File: config.mk
export PLATFORM = sky130hd
export DESIGN_NAME = ifetch
export DESIGN_NICKNAME = d
export VERILOG_FILES = /design/src/rtl/rv_defs.sv /design/src/rtl/ifetch_buf.sv /design/src/rtl/ifetch.sv
export SDC_FILE = /design/constraint.sdc
export NUM_CORES = 1
export LEC_CHECK = 0
export BUFFER_PORTS_ARGS = -buffer_cell sky130_fd_sc_hd__buf_2
export CORE_ASPECT_RATIO = 0.75
export CORE_UTILIZATION = 55
export CTS_BUF_LIST = sky130_fd_sc_hd__clkbuf_16
export DETAILED_ROUTE_END_ITERATION = 8
export PLACE_DENSITY = 0.87
export SLEW_MARGIN = 0
export SYNTH_ARGS = -nofsm -noshare
export SYNTH_HDL_FRONTEND = slang
export SYNTH_SLANG_ARGS = --single-unit
File: constraint.sdc
create_clock -name clk -period 3.2 [get_ports clk]
set_clock_uncertainty 0.05 [all_clocks]
set_input_delay 0.48 -clock clk [delete_from_list [all_inputs] [get_ports clk]]
set_output_delay 0.48 -clock clk [all_outputs]
set_load 0.1 [all_outputs]
File: src/rtl/rv_defs.sv
// Shared core definitions: architectural widths, reset vector and the
// fetch-queue entry layout.
package rv_defs;

  localparam int unsigned XLEN = 32;
  localparam int unsigned ILEN = 32;
  localparam logic [XLEN-1:0] RESET_VECTOR = 32'h8000_0000;

  // One fetched instruction together with the address it came from.
  typedef struct packed {
    logic [XLEN-1:0] pc;
    logic [ILEN-1:0] inst;
  } fetch_entry_t;

  localparam int unsigned FETCH_ENTRY_W = $bits(fetch_entry_t);

endpackage

File: src/rtl/ifetch_buf.sv
// Two-entry synchronous FIFO between imem responses and decode.
// The head is driven from registers only, so decode never sees a
// combinational path from imem_data.
module ifetch_buf #(
  parameter int unsigned W = 64
) (
  input  logic         clk,
  input  logic         rst_n,
  input  logic         push,
  input  logic         pop,
  input  logic         flush,
  input  logic [W-1:0] din,
  output logic [1:0]   count,
  output logic [W-1:0] head
);

  logic [1:0][W-1:0] slot;
  logic              rd_ptr;
  logic              wr_ptr;
  logic [1:0]        cnt_q;

  // Storage, pointers and occupancy; flush empties the queue and wins over
  // any push or pop in the same cycle.
  always_ff @(posedge clk or negedge rst_n) begin
    if (!rst_n) begin
      slot   <= '0;
      rd_ptr <= 1'b0;
      wr_ptr <= 1'b0;
      cnt_q  <= 2'd0;
    end else if (flush) begin
      rd_ptr <= 1'b0;
      wr_ptr <= 1'b0;
      cnt_q  <= 2'd0;
    end else begin
      if (push) begin
        slot[wr_ptr] <= din;
        wr_ptr       <= ~wr_ptr;
      end
      if (pop) rd_ptr <= ~rd_ptr;
      cnt_q <= cnt_q + {1'b0, push} - {1'b0, pop};
    end
  end

  assign count = cnt_q;
  assign head  = slot[rd_ptr];

endmodule

File: src/rtl/ifetch.sv
// Instruction-fetch stage: issues one word address per cycle to imem,
// tracks the single outstanding registered-address read, queues returned
// words and hands them to decode over valid/ready. A redirect flushes
// everything and restarts fetch at the new target in the same cycle.
module ifetch
  import rv_defs::*;
#(
  parameter logic [XLEN-1:0] RESET_PC = RESET_VECTOR
) (
  input  logic            clk,
  input  logic            rst_n,
  output logic [XLEN-1:0] imem_addr,
  input  logic [ILEN-1:0] imem_data,
  input  logic            redirect_valid,
  input  logic [XLEN-1:0] redirect_pc,
  output logic            inst_valid,
  input  logic            inst_ready,
  output logic [ILEN-1:0] inst,
  output logic [XLEN-1:0] inst_pc
);

  localparam logic [XLEN-1:0] WORD_MASK = ~(XLEN'(3));

  logic [XLEN-1:0] pc;
  logic            inflight;
  logic [XLEN-1:0] inflight_pc;
  logic [XLEN-1:0] target;
  logic [1:0]      count;
  logic [2:0]      occ_next;
  logic            pop;
  logic            push;
  logic            issue;
  fetch_entry_t    push_e;
  fetch_entry_t    head_e;

  assign target = redirect_pc & WORD_MASK;
  assign pop    = inst_valid & inst_ready & ~redirect_valid;
  // A response arriving during a redirect belongs to the abandoned path.
  assign push   = inflight & ~redirect_valid;

  // Only issue when the eventual response is guaranteed a queue slot;
  // pop only happens with count >= 1, so this never underflows.
  always_comb begin
    occ_next = {1'b0, count} + {2'b00, inflight} - {2'b00, pop};
    issue    = redirect_valid | (occ_next <= 3'd1);
  end

  assign imem_addr = redirect_valid ? target : pc;

  // Fetch PC and outstanding-request tracking.
  always_ff @(posedge clk or negedge rst_n) begin
    if (!rst_n) begin
      pc          <= RESET_PC;
      inflight    <= 1'b0;
      inflight_pc <= '0;
    end else if (redirect_valid) begin
      pc          <= target + XLEN'(4);
      inflight    <= 1'b1;
      inflight_pc <= target;
    end else if (issue) begin
      pc          <= pc + XLEN'(4);
      inflight    <= 1'b1;
      inflight_pc <= pc;
    end else begin
      inflight    <= 1'b0;
    end
  end

  assign push_e.pc   = inflight_pc;
  assign push_e.inst = imem_data;

  ifetch_buf #(
    .W (FETCH_ENTRY_W)
  ) u_buf (
    .clk   (clk),
    .rst_n (rst_n),
    .push  (push),
    .pop   (pop),
    .flush (redirect_valid),
    .din   (push_e),
    .count (count),
    .head  (head_e)
  );

  assign inst_valid = (count != 2'd0);
  assign inst       = head_e.inst;
  assign inst_pc    = head_e.pc;

endmodule

==> results.toml, run 1 <==
[sta]
timing.final.crit_share = 0.8870
maxSlewViolCount = 0
worstMarginPinSlew_ps = 585.3
hold_viol_final = 0
final.setup.tns_ps = 0
layout_min_cycle_time_ps = 2838
rsz0062_at_grt = "false"
setup_viol = 0
slew-limit-headroom = 0.6083
timing.fmax_ghz = 0.3523

[worst_setup_path]
crit_type = "reg2reg"
arrival_ps = 3130
critPathLaunch = "u_buf.count[1]"
reg2reg_from = "u_buf.count[1]"
end_kind = "register"
critPathMaxFanout = 19
required_ps = 3490
start_kind = "register"

[hold_path]
hp-class = "in2async"

[clock_network]
cts.hold.buffers_added = 0
clockBufferDepth = 2
clock_sinks = 189
insertion_delay_ps = 420
post_cts_buffers = 0
cts-root-buf = "clkbuf_16"
numCtsBuffers = 17
clk_pin_slew_ps = 60
cts-resized-gates = 0
htreeDepth = 4
cts_tree = "built"

[drt]
route.detailed.drc = 0
ant_nets = 0
drt_wl_total_um = 20680
initialDrtViolationCount = 432
dr.pass1.iters = 6
via_count = 6488
vias_per_cell = 5.681
wl_per_cell_um = 18.11

[yosys]
synth_area_leader_cell = "dfrtp_1"
synth-xor-area-share = 0.01933
synth_seq_area_share = 0.5221
syn_inst = 752
synthAdderAreaFrac = 0.009114
ys.flop_type = "dfrtp_1"
synthesis.area_mm2 = 0.009061
synth_warnings = 0
synth_enable_flop_cells = 0
synth_compound_area_frac = 0.05869
synth_top_area_frac = 0.5192
synthSimpleGateAreaFrac = 0.09183
synth_seq_cells = 189
synthMuxAreaShare = 0.2619
synth.avg_cell_area_um2 = 12.05
synthTopCellsByArea = "dfrtp_1 (52%), mux2_2 (24%), nor2_1 (2.5%), mux2i_1 (2.2%), a21oi_1 (2.0%)"
synth_cell_types = 51
synth_top_family_by_area = "multiplexers"
async_flop_share = 1.000

[floorplan]
initial_core_util = 0.5640
core_mm2 = 0.01607
die_w_um = 150.2
row_count = 40
fp.dieArea_mm2 = 0.01700
die_h_um = 113.2
io_pins = 165

[placed_design]
hpwl_um = 14500
portBuffers = 158
place.gp.congestion = 0.9147

[grt]
antenna_found_initial = 1
grt_max_degree = 72
gr-total-overflow = 0
grt_pass1_wl_um = 33490
grt_usage = 0.2566
grt_pass1_vias = 6595

[cells_and_area]
area.growth.synth_to_final_pct = 20.42
final_util = 0.6792
drive_above_1_share = 0.4565
nets = 993
fillers = 1167

[status]
outcome = "completed"

[run]
drv_cap = 0
-- worst max-delay path, stage by stage, from the launching register on --
cell and delay [ps]:
dfrtp_1 420, inv_1 100, nand2_2 60, nand2_1 100
nor2_1 60, ha_1 280, inv_1 80, ha_1 140
inv_1 50, fa_1 370, xnor2_1 180, a21oi_2 90
inv_2 110, buf_4 210, buf_4 250, nor2_1 60
a21oi_1 150
-- layout by cell type (no fill, tap or decap), types with 4 or more instances in the layout --
cell type,count
clkinv_2,4
nand2b_1,4
mux2i_1,20
clkbuf_16,17
a21oi_1,35
nor2_1,60
nand3_1,14
buf_2,150
conb_1,4
dfrtp_1,187
and3_1,5
nand2_1,29
o21a_1,8
nand3b_1,8
buf_4,29
xnor2_1,19
nor3_1,10
mux2_2,191
inv_1,30
buf_12,10
ha_1,5
nand4_1,16
o21ai_0,4
-- kinds of logic after synthesis --
group / Yosys count
mux: 213
buf+inv: 74
simple gates: 167
xor+xnor: 20
fa+ha+maj: 6
other cells: 1
flops: 189
compound gates: 82
-- metrics by stage --
step / std cells / worst slack, ps / cell area (µm²) / hold WS, ps
after global routing: 1141 / 149.5 / 10910 / 60.33
after detailed placement: 1110 / 373.5 / 10330 / 415.9
final: 1142 / 361.6 / 10910 / 21.69
after floorplan: 755 / 6.517 / 9114 / 134.4
after global placement: 1110 / 441.5 / 10330 / 408.5
after CTS: 1141 / 380.2 / 10910 / 31.48
-- worst paths after layout --
check | slack [ps] | cells after the start | endpoint
max | 360 | 16 | pc[13]
min | 20 | 1 | pc[29]
max reg2reg | 360 | 16 | pc[13]
min reg2reg | 430 | 2 | pc[28]
max in group asynchronous | 2320 | 2 | u_buf.slot[101]
min in group clk | 250 | 2 | u_buf.slot[8]
-- registers in the layout, summed over array words and instances (netlist names) --
name and flops:
u_buf.slot 124, inflight_pc 30, pc 30, u_buf.count 2
inflight 1, u_buf.rd_ptr 1, u_buf.wr_ptr 1
-- synth_stat cells (4+ instances only) --
cell type and n:
a21oi_1 36, and3_1 5, buf_1 8, buf_2 13, buf_4 6, clkbuf_1 16, dfrtp_1 188, ha_1 5
inv_1 29, mux2_2 193, mux2i_1 20, nand2_1 31, nand2b_1 4, nand3_1 14, nand3b_1 8, nand4_1 16
nor2_1 60, nor3_1 10, o21a_1 8, o21ai_0 5, o22ai_1 4, xnor2_1 19
-- per-layer routing --
| layer | GRT usage | wire [µm] |
|---|---|---|
| met3 | 0.07258 | 1428 |
| met2 | 0.4080 | 9816 |
| met1 | 0.3486 | 9130 |
| met5 | 0 | 0 |
| met4 | 0.06195 | 306 |
-- final cells by class --
class                      instances  area [µm²]  area share
tap                              210       262.8     0.02408
inverter                          29       108.9    0.009976
sequential                       189        4732      0.4337
timing repair buffer             190        1182      0.1084
clock buffer                      17       425.4     0.03899
multi-input combinational        492        4044      0.3706
clock inverter                    14       153.9     0.01410
antenna                            1       2.502   0.0002293
Power of run 1 is left out: the tool's default activity adds up to more than one toggle a clock period on the data nets, which glitch-free logic cannot reach.
==> inputs of run 2 (changes only) <==
--- a/config.mk
+++ b/config.mk
@@ -7,10 +7,10 @@
 export LEC_CHECK = 0
 export BUFFER_PORTS_ARGS = -buffer_cell sky130_fd_sc_hd__buf_2
 export CORE_ASPECT_RATIO = 0.75
-export CORE_UTILIZATION = 55
+export CORE_UTILIZATION = 56
 export CTS_BUF_LIST = sky130_fd_sc_hd__clkbuf_16
 export DETAILED_ROUTE_END_ITERATION = 8
-export PLACE_DENSITY = 0.87
+export PLACE_DENSITY = 0.88
 export SLEW_MARGIN = 0
 export SYNTH_ARGS = -nofsm -noshare
 export SYNTH_HDL_FRONTEND = slang
==> results.toml, run 2 (synthesis gave the netlist of run 1 again) <==
[status]
outcome = "completed"

[placed_design]
place.gp.congestion = 0.9185
hpwl_um = 14980
portBuffers = 158

[worst_setup_path]
crit_family = "adder cells"
cp_common_cell = "inv_1"
start_kind = "register"
critPathBufInv = 4
required_ps = 3460
worstPathCellList = "inv_1 > nand2_2 > nand2_1 > nor2_1 > ha_1 > inv_1 > ha_1 > inv_1 > fa_1 > xnor2_1 > a21oi_2 > inv_4 > nand4_1 > or4_1 > o211a_1"
slowest_delay_ps = 420
crit_type = "reg2reg"
end_kind = "register"
critPathMaxFanout = 13
slowest_stage = "dfrtp_1"
arrival_ps = 3240

[sta]
timing.final.crit_share = 0.9323
layout_min_cycle_time_ps = 2983
final.setup.tns_ps = 0
timing.fmax_ghz = 0.3352
worstMarginPinSlew_ps = 754.9
maxSlewViolCount = 0
setup_viol = 0
rsz0062_at_grt = "false"
slew-limit-headroom = 0.4967
hold_viol_final = 0

[drt]
via_count = 6537
initialDrtViolationCount = 414
dr.pass1.iters = 4
route.detailed.drc = 0
vias_per_cell = 5.754
ant_nets = 0
wl_per_cell_um = 18.54
drt_wl_total_um = 21070

[hold_path]
hp-class = "in2async"

[floorplan]
io_pins = 165
die_h_um = 112.2
core_mm2 = 0.01552
die_w_um = 148.9
fp.dieArea_mm2 = 0.01670
initial_core_util = 0.5839
row_count = 39

[clock_network]
htreeDepth = 4
insertion_delay_ps = 420
clock_sinks = 189
cts-resized-gates = 0
post_cts_buffers = 0
cts-root-buf = "clkbuf_16"
cts_tree = "built"
clockBufferDepth = 2
cts.hold.buffers_added = 0
clk_pin_slew_ps = 60
numCtsBuffers = 17

[grt]
grt_pass1_wl_um = 34610
gr-total-overflow = 0
grt_pass1_vias = 6740
grt_max_degree = 93
grt_usage = 0.2672
antenna_found_initial = 0

[run]
drv_cap = 0

[cells_and_area]
register_area_mm2 = 0.004732
final_common_cell = "mux2_2"
drive_above_1_share = 0.4554
area.growth.synth_to_final_pct = 20.46
nets = 993
top_regs = "u_buf.slot (124), inflight_pc (30), pc (30)"
multi_input_area_mm2 = 0.004044
fillers = 1094
antenna_cells = 0
final_cell_mix = "mux2_2 (191), dfrtp_1 (187), buf_2 (151)"
largest_register_ffs = 124
regMostFlops = "u_buf.slot"
## run 2: layer usage
layer  track usage  vias up  routed length, µm
met4       0.08707        0                418
met1        0.3672     3270               9335
met5             0        -                  0
li1              -     2993                  -
met2        0.4198      238               9855
met3       0.06341       36               1456
## run 2: stage by stage
stage | utilization | instances | worst slack [ps] | area [µm²] | hold WS, ps
after global placement | 0.6659 | 1105 | 298.3 | 10330 | 411.4
final | 0.7034 | 1136 | 216.7 | 10920 | 64.59
after global routing | 0.7034 | 1136 | 37.98 | 10920 | 127.5
after floorplan | - | 755 | 6.517 | 9114 | 134.4
after detailed placement | 0.6659 | 1105 | 181.2 | 10330 | 427.9
after CTS | 0.7033 | 1136 | 135.3 | 10910 | 97.24
## run 2: area by class of cell
type                       count  area share
clock buffer                  17     0.03897
clock inverter                14     0.01410
inverter                      29     0.01020
multi-input combinational    492      0.3705
sequential                   189      0.4335
timing repair buffer         190      0.1092
tap                          205     0.02350
## run 2: final timing paths
| check | start | depth (start not counted) | to | slack [ps] |
|---|---|---|---|---|
| worst min-delay path | rst_n | 1 | pc[29] | 60 |
| worst max register to register | u_buf.count[1] | 15 | pc[30] | 220 |
| worst min register to register | pc[20] | 2 | pc[20] | 450 |
| min in group clk | imem_data[18] | 2 | u_buf.slot[82] | 250 |
| worst max-delay path | u_buf.count[1] | 15 | pc[30] | 220 |
| max in group asynchronous | rst_n | 2 | u_buf.slot[7] | 2280 |
Power of run 2 is left out for the same reason.
==> inputs of run 3 (changes only) <==
--- a/config.mk
+++ b/config.mk
@@ -10,7 +10,7 @@
 export CORE_UTILIZATION = 56
 export CTS_BUF_LIST = sky130_fd_sc_hd__clkbuf_16
 export DETAILED_ROUTE_END_ITERATION = 8
-export PLACE_DENSITY = 0.88
+export PLACE_DENSITY = 0.91
 export SLEW_MARGIN = 0
 export SYNTH_ARGS = -nofsm -noshare
 export SYNTH_HDL_FRONTEND = slang
==> results.toml, run 3 (synthesis gave the netlist of run 1 again) <==
[placed_design]
place.gp.congestion = 0.9216
portBuffers = 158
hpwl_um = 14460

[cells_and_area]
final_cell_mix = "mux2_2 (191), dfrtp_1 (187), buf_2 (154)"
drive_above_1_share = 0.4537
antenna_cells = 0
nets = 989
area.growth.synth_to_final_pct = 19.79
regMostFlops = "u_buf.slot"
top_regs = "u_buf.slot (124), inflight_pc (30), pc (30)"
final_util = 0.6995
largest_register_ffs = 124
final_common_cell = "mux2_2"

[drt]
initialDrtViolationCount = 475
dr.pass1.iters = 5
wl_per_cell_um = 18.37
vias_per_cell = 5.832
route.detailed.drc = 0
via_count = 6608
drt_wl_total_um = 20820
ant_nets = 0

[sta]
setup_viol = 0
worstMarginPinSlew_ps = 601.4
rsz0062_at_grt = "false"
final.setup.tns_ps = 0
hold_viol_final = 0
timing.final.crit_share = 0.9160
maxSlewViolCount = 0
timing.fmax_ghz = 0.3412
layout_min_cycle_time_ps = 2931
slew-limit-headroom = 0.5991

[clock_network]
clk_pin_slew_ps = 70
numCtsBuffers = 17
clockBufferDepth = 2
cts-resized-gates = 0
htreeDepth = 4
cts_tree = "built"
clock_sinks = 189
insertion_delay_ps = 430
cts-root-buf = "clkbuf_16"

[grt]
grt_max_degree = 92
grt_usage = 0.2650
gr-total-overflow = 0
antenna_found_initial = 0
grt_pass1_wl_um = 34050
grt_pass1_vias = 6565

[floorplan]
initial_core_util = 0.5839
fp.dieArea_mm2 = 0.01670
io_pins = 165
row_count = 39
core_mm2 = 0.01552
die_h_um = 112.2
die_w_um = 148.9

[worst_setup_path]
critPathMaxFanout = 10
end_kind = "register"
required_ps = 3480
reg2reg_from = "u_buf.count[1]"
start_kind = "register"
arrival_ps = 3210
reg2reg_slack_ps = 270
r2r_end = "pc[30]"
crit_type = "reg2reg"
r2r_cells = 15

[hold_path]
hold_depth = 2
whs_endpoint = "u_buf.slot[90]"
min-delay-start = "imem_data[26]"
hp-class = "in2reg"

[run]
drv_cap = 0

[status]
outcome = "completed"
run 3: worst max-delay path by stage:
stage	start	endpoint	cells after the start
after floorplan	redirect_valid	inflight_pc[22]	17
after global placement	inst_ready	pc[30]	14
after detailed placement	u_buf.count[1]	pc[30]	15
after CTS	u_buf.count[1]	pc[30]	15
after global routing	u_buf.count[1]	pc[30]	15
final	u_buf.count[1]	pc[30]	15
run 3: cell type report:
type,count,area (µm²)
clock buffer,17,425.4
clock inverter,15,146.4
fill,1101,4663
inverter,29,108.9
multi-input combinational,492,4040
sequential,189,4732
tap,205,256.5
timing repair buffer,186,1145
run 3: worst max-delay path, cell delays in order (launching register included):
cell and delay, ps:
dfrtp_1 430, inv_1 110, nand2_2 50, nand2_1 90, nor2_1 50, ha_1 270
inv_1 80, ha_1 140, inv_1 50, fa_1 380, xnor2_1 150, a21oi_1 110
inv_2 200, nand4_1 110, or4_1 420, o211a_1 140
run 3: per-stage QoR:
| stage | worst slack, ps | cells | hold slack [ps] | area [µm²] |
|---|---|---|---|---|
| after CTS | 269.6 | 1133 | 228.7 | 10850 |
| after floorplan | 6.517 | 755 | 134.4 | 9114 |
| after detailed placement | 278.2 | 1100 | 419.7 | 10270 |
| final | 268.9 | 1133 | 238.4 | 10850 |
| after global placement | 349.2 | 1100 | 411.1 | 10270 |
| after global routing | 1.701 | 1133 | 221.3 | 10850 |
run 3: layer usage:
metal | wire length, µm | track usage | part of all wire
met1 | 9313 | 0.3724 | 0.45
met2 | 9635 | 0.4062 | 0.46
met5 | 0 | 0 | 0
met4 | 357 | 0.07891 | 0.017
met3 | 1510 | 0.06748 | 0.073
run 3: what timing repair did:
| action | 4_1_cts | 5_1_grt |
|---|---|---|
| hold buffers | 1 | 0 |
| hold endpoints to repair | 55 | 0 |
| endpoints found under the setup margin | 0 | 0 |
| setup buffers | 0 | 0 |
Power of run 3 is left out for the same reason.
